**src/rtl/pipe_ctrl_pkg.sv**
```systemverilog
// Shared definitions for the pipeline hazard controller.
//   state_t     : memory-handshake FSM state (IDLE / MEM_WAIT)
//   FWD_*       : EX operand-mux forwarding selects
//   REG_ZERO    : hard-wired zero register, never a real dependency
//   src_hit()   : "this source reads the register that this writer will write"
package pipe_ctrl_pkg;

   typedef logic [0:0] state_t;
   localparam state_t ST_IDLE     = 1'b0;
   localparam state_t ST_MEM_WAIT = 1'b1;

   localparam logic [1:0] FWD_RF  = 2'b00;
   localparam logic [1:0] FWD_MEM = 2'b10;
   localparam logic [1:0] FWD_WB  = 2'b01;

   localparam logic [4:0] REG_ZERO = 5'd0;

   function automatic logic src_hit(input logic       rd,
                                    input logic [4:0] src,
                                    input logic       wr,
                                    input logic [4:0] dst);
      return rd && wr && (dst != REG_ZERO) && (src == dst);
   endfunction

endpackage

```
**src/rtl/pipe_fwd_unit.sv**
```systemverilog
// Forwarding select for one EX operand.
//   src_i                          : EX source register number
//   mem_wn_i / mem_regwrite_i      : EX/MEM destination and write enable
//   wb_wn_i  / wb_regwrite_i       : MEM/WB destination and write enable
//   fwd_o                          : FWD_MEM, FWD_WB or FWD_RF
// EX/MEM is the younger producer, so it wins over MEM/WB.
module pipe_fwd_unit
   import pipe_ctrl_pkg::*;
(
   input  logic [4:0] src_i,
   input  logic [4:0] mem_wn_i,
   input  logic       mem_regwrite_i,
   input  logic [4:0] wb_wn_i,
   input  logic       wb_regwrite_i,
   output logic [1:0] fwd_o
);

   always_comb begin
      fwd_o = FWD_RF;
      if (src_hit(1'b1, src_i, mem_regwrite_i, mem_wn_i)) begin
         fwd_o = FWD_MEM;
      end else if (src_hit(1'b1, src_i, wb_regwrite_i, wb_wn_i)) begin
         fwd_o = FWD_WB;
      end
   end

endmodule

```
**src/rtl/pipe_hazard_ctrl.sv**
```systemverilog
// Sequencing controller for the IF/ID, ID/EX, EX/MEM and MEM/WB pipeline registers.
// Inputs : ID/EX/MEM/WB register numbers and control bits, branch-taken from EX,
//          dmem_ack_i from data memory.
// Outputs: per-register load enables, IF/ID flush, ID/EX and MEM/WB bubbles,
//          dmem_req_o, EX forwarding selects, sticky mem_err_o, and saturating
//          stall/flush performance counters.
// Build option: define FORWARDING_EN to enable operand forwarding. Without it the
// forwarding selects stay at the register file and every RAW dependency on an
// in-flight EX or MEM writer stalls ID instead.
module pipe_hazard_ctrl
   import pipe_ctrl_pkg::*;
#(
   parameter int unsigned TIMEOUT = 16,
   parameter int unsigned CNT_W   = 16
) (
   input  logic             clk_i,
   input  logic             rst_ni,
   input  logic [4:0]       id_rs_i,
   input  logic [4:0]       id_rt_i,
   input  logic             id_use_rs_i,
   input  logic             id_use_rt_i,
   input  logic [4:0]       ex_rs_i,
   input  logic [4:0]       ex_rt_i,
   input  logic [4:0]       ex_wn_i,
   input  logic             ex_regwrite_i,
   input  logic             ex_memread_i,
   input  logic [4:0]       mem_wn_i,
   input  logic             mem_regwrite_i,
   input  logic             mem_access_i,
   input  logic [4:0]       wb_wn_i,
   input  logic             wb_regwrite_i,
   input  logic             ex_branch_taken_i,
   input  logic             dmem_ack_i,
   output logic             dmem_req_o,
   output logic             pc_en_o,
   output logic             ifid_en_o,
   output logic             idex_en_o,
   output logic             exmem_en_o,
   output logic             memwb_en_o,
   output logic             ifid_flush_o,
   output logic             idex_bubble_o,
   output logic             memwb_bubble_o,
   output logic [1:0]       fwd_a_o,
   output logic [1:0]       fwd_b_o,
   output logic             mem_err_o,
   output logic [CNT_W-1:0] stall_cnt_o,
   output logic [CNT_W-1:0] flush_cnt_o
);

   localparam int unsigned WAIT_W = (TIMEOUT > 2) ? $clog2(TIMEOUT) : 1;
   localparam logic [WAIT_W-1:0] WAIT_LAST = WAIT_W'(TIMEOUT - 1);

   state_t             state_q, state_d;
   logic [WAIT_W-1:0]  wait_q, wait_d;
   logic               mem_err_q, mem_err_d;
   logic [CNT_W-1:0]   stall_cnt_q, stall_cnt_d;
   logic [CNT_W-1:0]   flush_cnt_q, flush_cnt_d;
   logic               freeze;
   logic               hazard;
   logic [1:0]         fwd_a_raw, fwd_b_raw;

   // Some inputs are only consumed in one build flavour.
   logic unused_inputs;
   assign unused_inputs = ^{ex_rs_i, ex_rt_i, wb_wn_i, wb_regwrite_i, ex_regwrite_i};

`ifdef FORWARDING_EN
   pipe_fwd_unit u_fwd_a (
      .src_i          (ex_rs_i),
      .mem_wn_i       (mem_wn_i),
      .mem_regwrite_i (mem_regwrite_i),
      .wb_wn_i        (wb_wn_i),
      .wb_regwrite_i  (wb_regwrite_i),
      .fwd_o          (fwd_a_raw)
   );

   pipe_fwd_unit u_fwd_b (
      .src_i          (ex_rt_i),
      .mem_wn_i       (mem_wn_i),
      .mem_regwrite_i (mem_regwrite_i),
      .wb_wn_i        (wb_wn_i),
      .wb_regwrite_i  (wb_regwrite_i),
      .fwd_o          (fwd_b_raw)
   );

   // Only a load in EX cannot be forwarded in time.
   assign hazard = src_hit(id_use_rs_i, id_rs_i, ex_memread_i, ex_wn_i) |
                   src_hit(id_use_rt_i, id_rt_i, ex_memread_i, ex_wn_i);
`else
   assign fwd_a_raw = FWD_RF;
   assign fwd_b_raw = FWD_RF;

   // No bypass paths: wait until the producer reaches WB (regfile writes first half).
   assign hazard =
      src_hit(id_use_rs_i, id_rs_i, ex_regwrite_i | ex_memread_i, ex_wn_i) |
      src_hit(id_use_rt_i, id_rt_i, ex_regwrite_i | ex_memread_i, ex_wn_i) |
      src_hit(id_use_rs_i, id_rs_i, mem_regwrite_i, mem_wn_i) |
      src_hit(id_use_rt_i, id_rt_i, mem_regwrite_i, mem_wn_i);
`endif

   // Memory handshake. The first cycle of a multi-cycle access is already frozen
   // in IDLE so the MEM instruction never leaves without its data.
   always_comb begin
      state_d   = state_q;
      wait_d    = wait_q;
      mem_err_d = mem_err_q;
      freeze    = 1'b0;
      if (state_q == ST_IDLE) begin
         if (mem_access_i && !dmem_ack_i) begin
            freeze  = 1'b1;
            state_d = ST_MEM_WAIT;
            wait_d  = '0;
         end
      end else begin
         if (dmem_ack_i) begin
            state_d = ST_IDLE;
         end else if (wait_q == WAIT_LAST) begin
            // Abort: release as if acked, load data is undefined.
            state_d   = ST_IDLE;
            mem_err_d = 1'b1;
         end else begin
            freeze = 1'b1;
            wait_d = wait_q + WAIT_W'(1);
         end
      end
   end

   // Priority: memory freeze > branch flush > data hazard stall > normal.
   always_comb begin
      pc_en_o        = 1'b0;
      ifid_en_o      = 1'b0;
      idex_en_o      = 1'b0;
      exmem_en_o     = 1'b0;
      memwb_en_o     = 1'b0;
      ifid_flush_o   = 1'b1;
      idex_bubble_o  = 1'b1;
      memwb_bubble_o = 1'b1;
      dmem_req_o     = 1'b0;
      fwd_a_o        = FWD_RF;
      fwd_b_o        = FWD_RF;
      if (rst_ni) begin
         dmem_req_o     = mem_access_i | (state_q == ST_MEM_WAIT);
         fwd_a_o        = fwd_a_raw;
         fwd_b_o        = fwd_b_raw;
         ifid_flush_o   = 1'b0;
         idex_bubble_o  = 1'b0;
         memwb_bubble_o = 1'b0;
         if (freeze) begin
            // WB keeps clocking a bubble so the frozen instruction is not retired twice.
            memwb_en_o     = 1'b1;
            memwb_bubble_o = 1'b1;
         end else begin
            idex_en_o  = 1'b1;
            exmem_en_o = 1'b1;
            memwb_en_o = 1'b1;
            if (ex_branch_taken_i) begin
               pc_en_o       = 1'b1;
               ifid_en_o     = 1'b1;
               ifid_flush_o  = 1'b1;
               idex_bubble_o = 1'b1;
            end else if (hazard) begin
               idex_bubble_o = 1'b1;
            end else begin
               pc_en_o   = 1'b1;
               ifid_en_o = 1'b1;
            end
         end
      end
   end

   always_comb begin
      stall_cnt_d = stall_cnt_q;
      flush_cnt_d = flush_cnt_q;
      if (!pc_en_o && (stall_cnt_q != '1)) begin
         stall_cnt_d = stall_cnt_q + CNT_W'(1);
      end
      if (ifid_flush_o && (flush_cnt_q != '1)) begin
         flush_cnt_d = flush_cnt_q + CNT_W'(1);
      end
   end

   always_ff @(posedge clk_i or negedge rst_ni) begin
      if (!rst_ni) begin
         state_q     <= ST_IDLE;
         wait_q      <= '0;
         mem_err_q   <= 1'b0;
         stall_cnt_q <= '0;
         flush_cnt_q <= '0;
      end else begin
         state_q     <= state_d;
         wait_q      <= wait_d;
         mem_err_q   <= mem_err_d;
         stall_cnt_q <= stall_cnt_d;
         flush_cnt_q <= flush_cnt_d;
      end
   end

   assign mem_err_o   = mem_err_q;
   assign stall_cnt_o = stall_cnt_q;
   assign flush_cnt_o = flush_cnt_q;

endmodule
```
**config.mk**
```make
export PLATFORM = sky130hd
export DESIGN_NAME = pipe_hazard_ctrl
export DESIGN_NICKNAME = d
export VERILOG_FILES = /design/src/rtl/pipe_ctrl_pkg.sv /design/src/rtl/pipe_fwd_unit.sv /design/src/rtl/pipe_hazard_ctrl.sv
export SDC_FILE = /design/constraint.sdc
export NUM_CORES = 1
export LEC_CHECK = 0
export CORE_MARGIN = 2
export CORE_UTILIZATION = 28
export CTS_CLUSTER_DIAMETER = 100
export DETAILED_ROUTE_END_ITERATION = 6
export PLACE_DENSITY_LB_ADDON = 0.15
export SKIP_CTS_REPAIR_TIMING = 1
export SYNTH_ARGS = -nofsm -noshare
export SYNTH_HDL_FRONTEND = slang
export SYNTH_SLANG_ARGS = --single-unit
```
**constraint.sdc**
```tcl
create_clock -name clk_i -period 1.8 [get_ports clk_i]
set_clock_uncertainty 0.1 [all_clocks]
set_input_delay 0.27 -clock clk_i [delete_from_list [all_inputs] [get_ports clk_i]]
set_output_delay 0.27 -clock clk_i [all_outputs]
set_load 0.005 [all_outputs]
```
* Word level (Yosys, flattened, before mapping) *
Cells that the tools add are included.

operators by class
  add/sub/neg operators = 3
  eq/ne operators = 9
  muxes and demuxes = 25
  bitwise operators = 6
  reduce and logical (&&, ||, !) cells = 22

operators by type and width
  cell                                           count
  adder 16 x 1 -> 16 bit, second input constant  2
  != test 16 bit, second input constant          2
  two-way mux 1 bit                              21
  equality test 5 bit                            4
  two-way mux 4 bit                              4
  logical AND 1 bit                              15
  nonzero test 5 bit                             2
  AND reduction 3 bit                            2
  bitwise OR 1 bit                               5
  adder 4 x 1 -> 4 bit, second input constant    1
  equality test 4 bit, second input constant     1
  != test 2 bit, second input constant           2
  logical NOT 1 bit                              2
  nonzero test 2 bit                             1
  NOT 1 bit                                      1

word-level totals
  register bits after elaboration = 38
  bits of input ports = 46
  output and inout bits = 46

* Depth between registers and ports, before layout *
  depth after elaboration = 13
  mapped depth = 8
  gate-level depth less buffers = 8

* Worst setup path after synthesis *
OpenSTA, ideal clock, no wires.

  path kind = input -> output
  start = input port mem_wn_i[0]
  end = output port pc_en_o
  arrival = 1.531 ns
  required time = 1.430 ns
  setup slack = -0.101 ns
  cell stages on the path = 6
  path buffers = 1
  path through = or4_1 -> o21ai_2 -> inv_1 -> a32oi_2 -> and2_2 -> buf_4

between the ends
  word-level cells in the longest chain between the ends = 9
  elaborated cells between the ends (all ways) = 13
  those cells by class = eq/ne: 2; mux: 4; bitwise: 2; reduce/logical: 5

ends and longest elaborated chain
  item                                line                    source
  start, declared                     pipe_hazard_ctrl.sv:27  input logic [4:0] mem_wn_i,
  nonzero test 5 bit                  pipe_ctrl_pkg.sv:22     return rd && wr && (dst != REG_ZERO) && (src == dst);
  logical AND 1 bit (2 in a row)      pipe_ctrl_pkg.sv:22
  bitwise OR 1 bit                    pipe_hazard_ctrl.sv:95  src_hit(id_use_rt_i, id_rt_i, ex_regwrite_i | ex_memread_i, ex_wn_i) |
  bitwise OR 1 bit (*)                pipe_hazard_ctrl.sv:96  src_hit(id_use_rs_i, id_rs_i, mem_regwrite_i, mem_wn_i) |
  two-way mux 1 bit (*) (4 in a row)  n/a
  end, declared                       pipe_hazard_ctrl.sv:35  output logic pc_en_o,

Mark *: on every way between the ends. The rest lies on a longest branch, timed or not.

* Worst setup path in the final report *
  start = register wait_q[1]
  end = output port exmem_en_o

between the ends
  word-level cells in the longest chain between the ends = 6

ends and longest elaborated chain
  item                    line                     source
  start, declared         pipe_hazard_ctrl.sv:54   logic [WAIT_W-1:0] wait_q, wait_d;
  start signal, assigned  pipe_hazard_ctrl.sv:190  wait_q <= wait_d;
  equality test 4 bit     pipe_hazard_ctrl.sv:116  end else if (wait_q == WAIT_LAST) begin
  two-way mux 1 bit       pipe_hazard_ctrl.sv:116
  two-way mux 1 bit       pipe_hazard_ctrl.sv:114  if (dmem_ack_i) begin
  two-way mux 1 bit       pipe_hazard_ctrl.sv:107  if (state_q == ST_IDLE) begin
  via freeze              pipe_hazard_ctrl.sv:58   logic freeze;
  two-way mux 1 bit       pipe_hazard_ctrl.sv:147  if (freeze) begin
  two-way mux 1 bit       pipe_hazard_ctrl.sv:140  if (rst_ni) begin
  end, declared           pipe_hazard_ctrl.sv:38   output logic exmem_en_o,

The timed path passes the listed nets, and every way through them passes these cells.

==> flow_metrics.env <==
export IMPL_status="complete, but fails checks"
export IMPL_violations="negative setup slack"
export IMPL_use_met1_pct=20.7
export IMPL_grt_pass1_vias=2404
export IMPL_cp_end_kind="primary output"
export IMPL_crit_type="reg2out"
export IMPL_first_iter_violations=54
export IMPL_max_freq_mhz=480
export IMPL_grt_pass1_wl_um=11200
export IMPL_whs_ps=2.70
export IMPL_final_period_utilization_pct=116
export IMPL_dpl_hpwl_um=5250
export IMPL_io_buffers=71
export IMPL_cts_tree="built"
export IMPL_leakagePower_nw=2.00
export IMPL_layout_setup_ws_ps=-284
export IMPL_ys_seq_area_share_pct=40.0
export IMPL_numCtsBuffers=5
export IMPL_r2r_slack_ps=-240
export IMPL_die_x_um=96.1
export IMPL_worst_ep_arrival_time_ps=1710
export IMPL_hold_viol_final=0
export IMPL_clk_pin_slew_ps=80
export IMPL_die_area_um2=9240
export IMPL_worstReg2RegStart="wait_q[0]$_DFFE_PN0P_"
export IMPL_dp_slack_ps=-1020
export IMPL_synth_seq_cells=38
export IMPL_cp_endpoint="exmem_en_o"
export IMPL_place_gp_congestion=0.871
export IMPL_vias=2380
export IMPL_ios=92
export IMPL_busiest_layer="met2"
export IMPL_syn_avg_cell_area_um2=10.0
export IMPL_areaGrowthSynthToFinish_pct=84.9
export IMPL_r2r_end="flush_cnt_o[6]$_DFFE_PN0P_"
export IMPL_rows=33
export IMPL_setup_violations=38
export IMPL_grt_usage_pct=15.4
export IMPL_viasPerCell=4.69
export IMPL_fin_nets=451
export IMPL_fp_coreArea_um2=8220
export IMPL_antenna_found_initial=0
export IMPL_cp_required_ps=1430
export IMPL_cts_root_buf="clkbuf_8"
export IMPL_slew_viol_final=0
export IMPL_grt_met3_usage_pct=2.90
export IMPL_yosysWarnings=0
export IMPL_p_per_area_nw_per_um2=829
export IMPL_syn_inst=237
export IMPL_worstSetupStartpoint="wait_q[1]$_DFFE_PN0P_"
export IMPL_syn_area_um2=2380
export IMPL_grt_max_degree=25
export IMPL_ant_nets=0
export IMPL_die_h_um=96.1
export IMPL_h_tree_depth=2
export IMPL_crit_fanout=4
export IMPL_cap_violations=0
export IMPL_insertedDiodeCount=0
export IMPL_clk_latency_ps=300
export IMPL_met2_usage_pct=25.4
export IMPL_drive_above_1_share_pct=42.9
export IMPL_drc=0
export IMPL_clockBufferDepth=2
export IMPL_reg2reg_depth=9
export IMPL_routed_wl_um=7100
export IMPL_dr_pass1_iters=4
export IMPL_hold_class="in2async"
export IMPL_cp_start_kind="flop"
export IMPL_nFillCells=746
export IMPL_peakVddDrop_uv=579
export IMPL_drt_wirelength_per_cell_um=14.0
export IMPL_finalCriticalPeriod_ps=2080
export IMPL_rsz0062_at_grt="yes"
export IMPL_grt_overflow_total=0
export IMPL_ys_types=48
export IMPL_clkSinkCount=38
export IMPL_start_util_pct=28.9
-- area by class of cell --
type / instances / area, um2 / area share, %
clock buffer: 6 / 82.6 / 1.88
clock inverter: 2 / 12.5 / 0.285
inverter: 10 / 37.5 / 0.854
multi-input combinational: 180 / 1650 / 37.6
sequential: 38 / 951 / 21.6
tap: 105 / 131 / 2.99
timing repair buffer: 167 / 1530 / 34.8
-- cell usage in the layout, fill, tap and decap left out, types with 2 or more instances in the layout --
| cell | n |
|---|---|
| a21oi_1 | 3 |
| a22o_1 | 3 |
| a31o_2 | 2 |
| a31oi_1 | 2 |
| a31oi_4 | 10 |
| and2_1 | 4 |
| and3_1 | 5 |
| and4_1 | 2 |
| buf_2 | 2 |
| buf_4 | 77 |
| buf_6 | 20 |
| clkbuf_2 | 5 |
| clkbuf_8 | 6 |
| clkdlybuf4s50_1 | 42 |
| conb_1 | 4 |
| dfrtp_1 | 38 |
| dlymetal6s2s_1 | 18 |
| ha_2 | 2 |
| inv_1 | 7 |
| inv_2 | 3 |
| mux2_4 | 2 |
| nand2_1 | 12 |
| nand2_2 | 3 |
| nand3_1 | 11 |
| nand3_2 | 3 |
| nand3_4 | 4 |
| nand4_1 | 12 |
| nor2_1 | 14 |
| nor3_2 | 2 |
| nor3_4 | 3 |
| o22ai_2 | 2 |
| or4_4 | 2 |
| xnor2_1 | 30 |
| xnor2_2 | 2 |
| xor2_1 | 15 |
-- cell usage after synthesis, drive strengths merged --
cell     instances  area share, %
dfrtp           38             40
xnor2           32             12
nand3           18            4.3
nand2           16            2.7
nor2            16            2.5
xor2            15            5.5
nand4           13            3.7
a31oi           12            3.2
buf             11            3.7
inv             10            1.6
and3             6            1.6
nor3             6            2.2
a21oi            5            1.5
and2             5            1.4
a22o             3            1.1
ha               3            1.6
mux2             3            1.6
o22ai            3            1.1
a31o             2           0.74
and4             2           0.74
o21a             2           0.95
o21ai            2           0.58
o21bai           2            1.3
or4              2           0.63
a211o            1           0.37
a211oi           1           0.32
a22oi            1           0.32
a311oi           1           0.37
a32oi            1           0.68
and2b            1           0.32
clkbuf           1           0.21
conb             1           0.16
nor4             1           0.90
o2bb2ai          1           0.37
-- routing by layer --
layer | up-vias | routed length (um) | share of wire (%)
met5 | - | 0 | 0
met4 | 0 | 131 | 1.8
met3 | 16 | 291 | 4.1
met2 | 59 | 3480 | 49
met1 | 1142 | 3200 | 45
li1 | 1163 | - | -
-- critical path, stage by stage, from the launching register on --
cell     delay, ps
dfrtp_1        390
ha_2           190
and3_4         150
a21oi_4        170
nor2_2          70
buf_6          130
buf_6          110
buf_6          100
buf_6          100
-- cells by family after synthesis --
| logic type | count (synthesis) | share of synthesized area, % |
|---|---|---|
| and+or+nand+nor | 86 | 21.1 |
| xor gates and xnor gates | 47 | 17.3 |
| DFF | 38 | 40.0 |
| AOI/OAI and AO/OA | 37 | 12.8 |
| buffers and inverters | 22 | 5.48 |
| adders and majority gates | 3 | 1.58 |
| muxes | 3 | 1.58 |
| other | 1 | 0.158 |
-- power breakdown --
part	internal [mW]	total [mW]	leakage, nW	switching [mW]
Sequential	1.04	1.17	0.471	0.130
Clock	0.308	0.629	0.0472	0.321
Combinational	1.08	1.85	1.48	0.765
-- stage by stage --
step,TNS (ps),instances,total power [mW],instance area (um2),utilization (%)
CTS,-12370,491,3.42,3860,47.0
finish,-6390,508,3.64,4390,53.5
detailed placement,-19200,483,2.78,3770,45.9
global placement,-19030,483,2.76,3770,45.9
global route,-9580,508,3.90,4390,53.5
floorplan,-181,240,1.82,2420,-
-- how the worst min path moves through the flow --
stage	start	endpoint	slack, ps	cells after the start
floorplan	rst_ni	flush_cnt_o[0]$_DFFE_PN0P_	-130	0
global placement	rst_ni	mem_err_o$_DFFE_PN0P_	150	2
detailed placement	rst_ni	mem_err_o$_DFFE_PN0P_	160	2
CTS	rst_ni	flush_cnt_o[3]$_DFFE_PN0P_	-170	2
global route	rst_ni	wait_q[3]$_DFFE_PN0P_	40	3
finish	rst_ni	wait_q[3]$_DFFE_PN0P_	3	3
-- state kept, by name (all words and copies together), names as in the netlist --
name         cells
wait_q           4
stall_cnt_o     16
flush_cnt_o     16
mem_err_o        1
state_q          1
No activity file was read; power rests on OpenSTA's default activity.
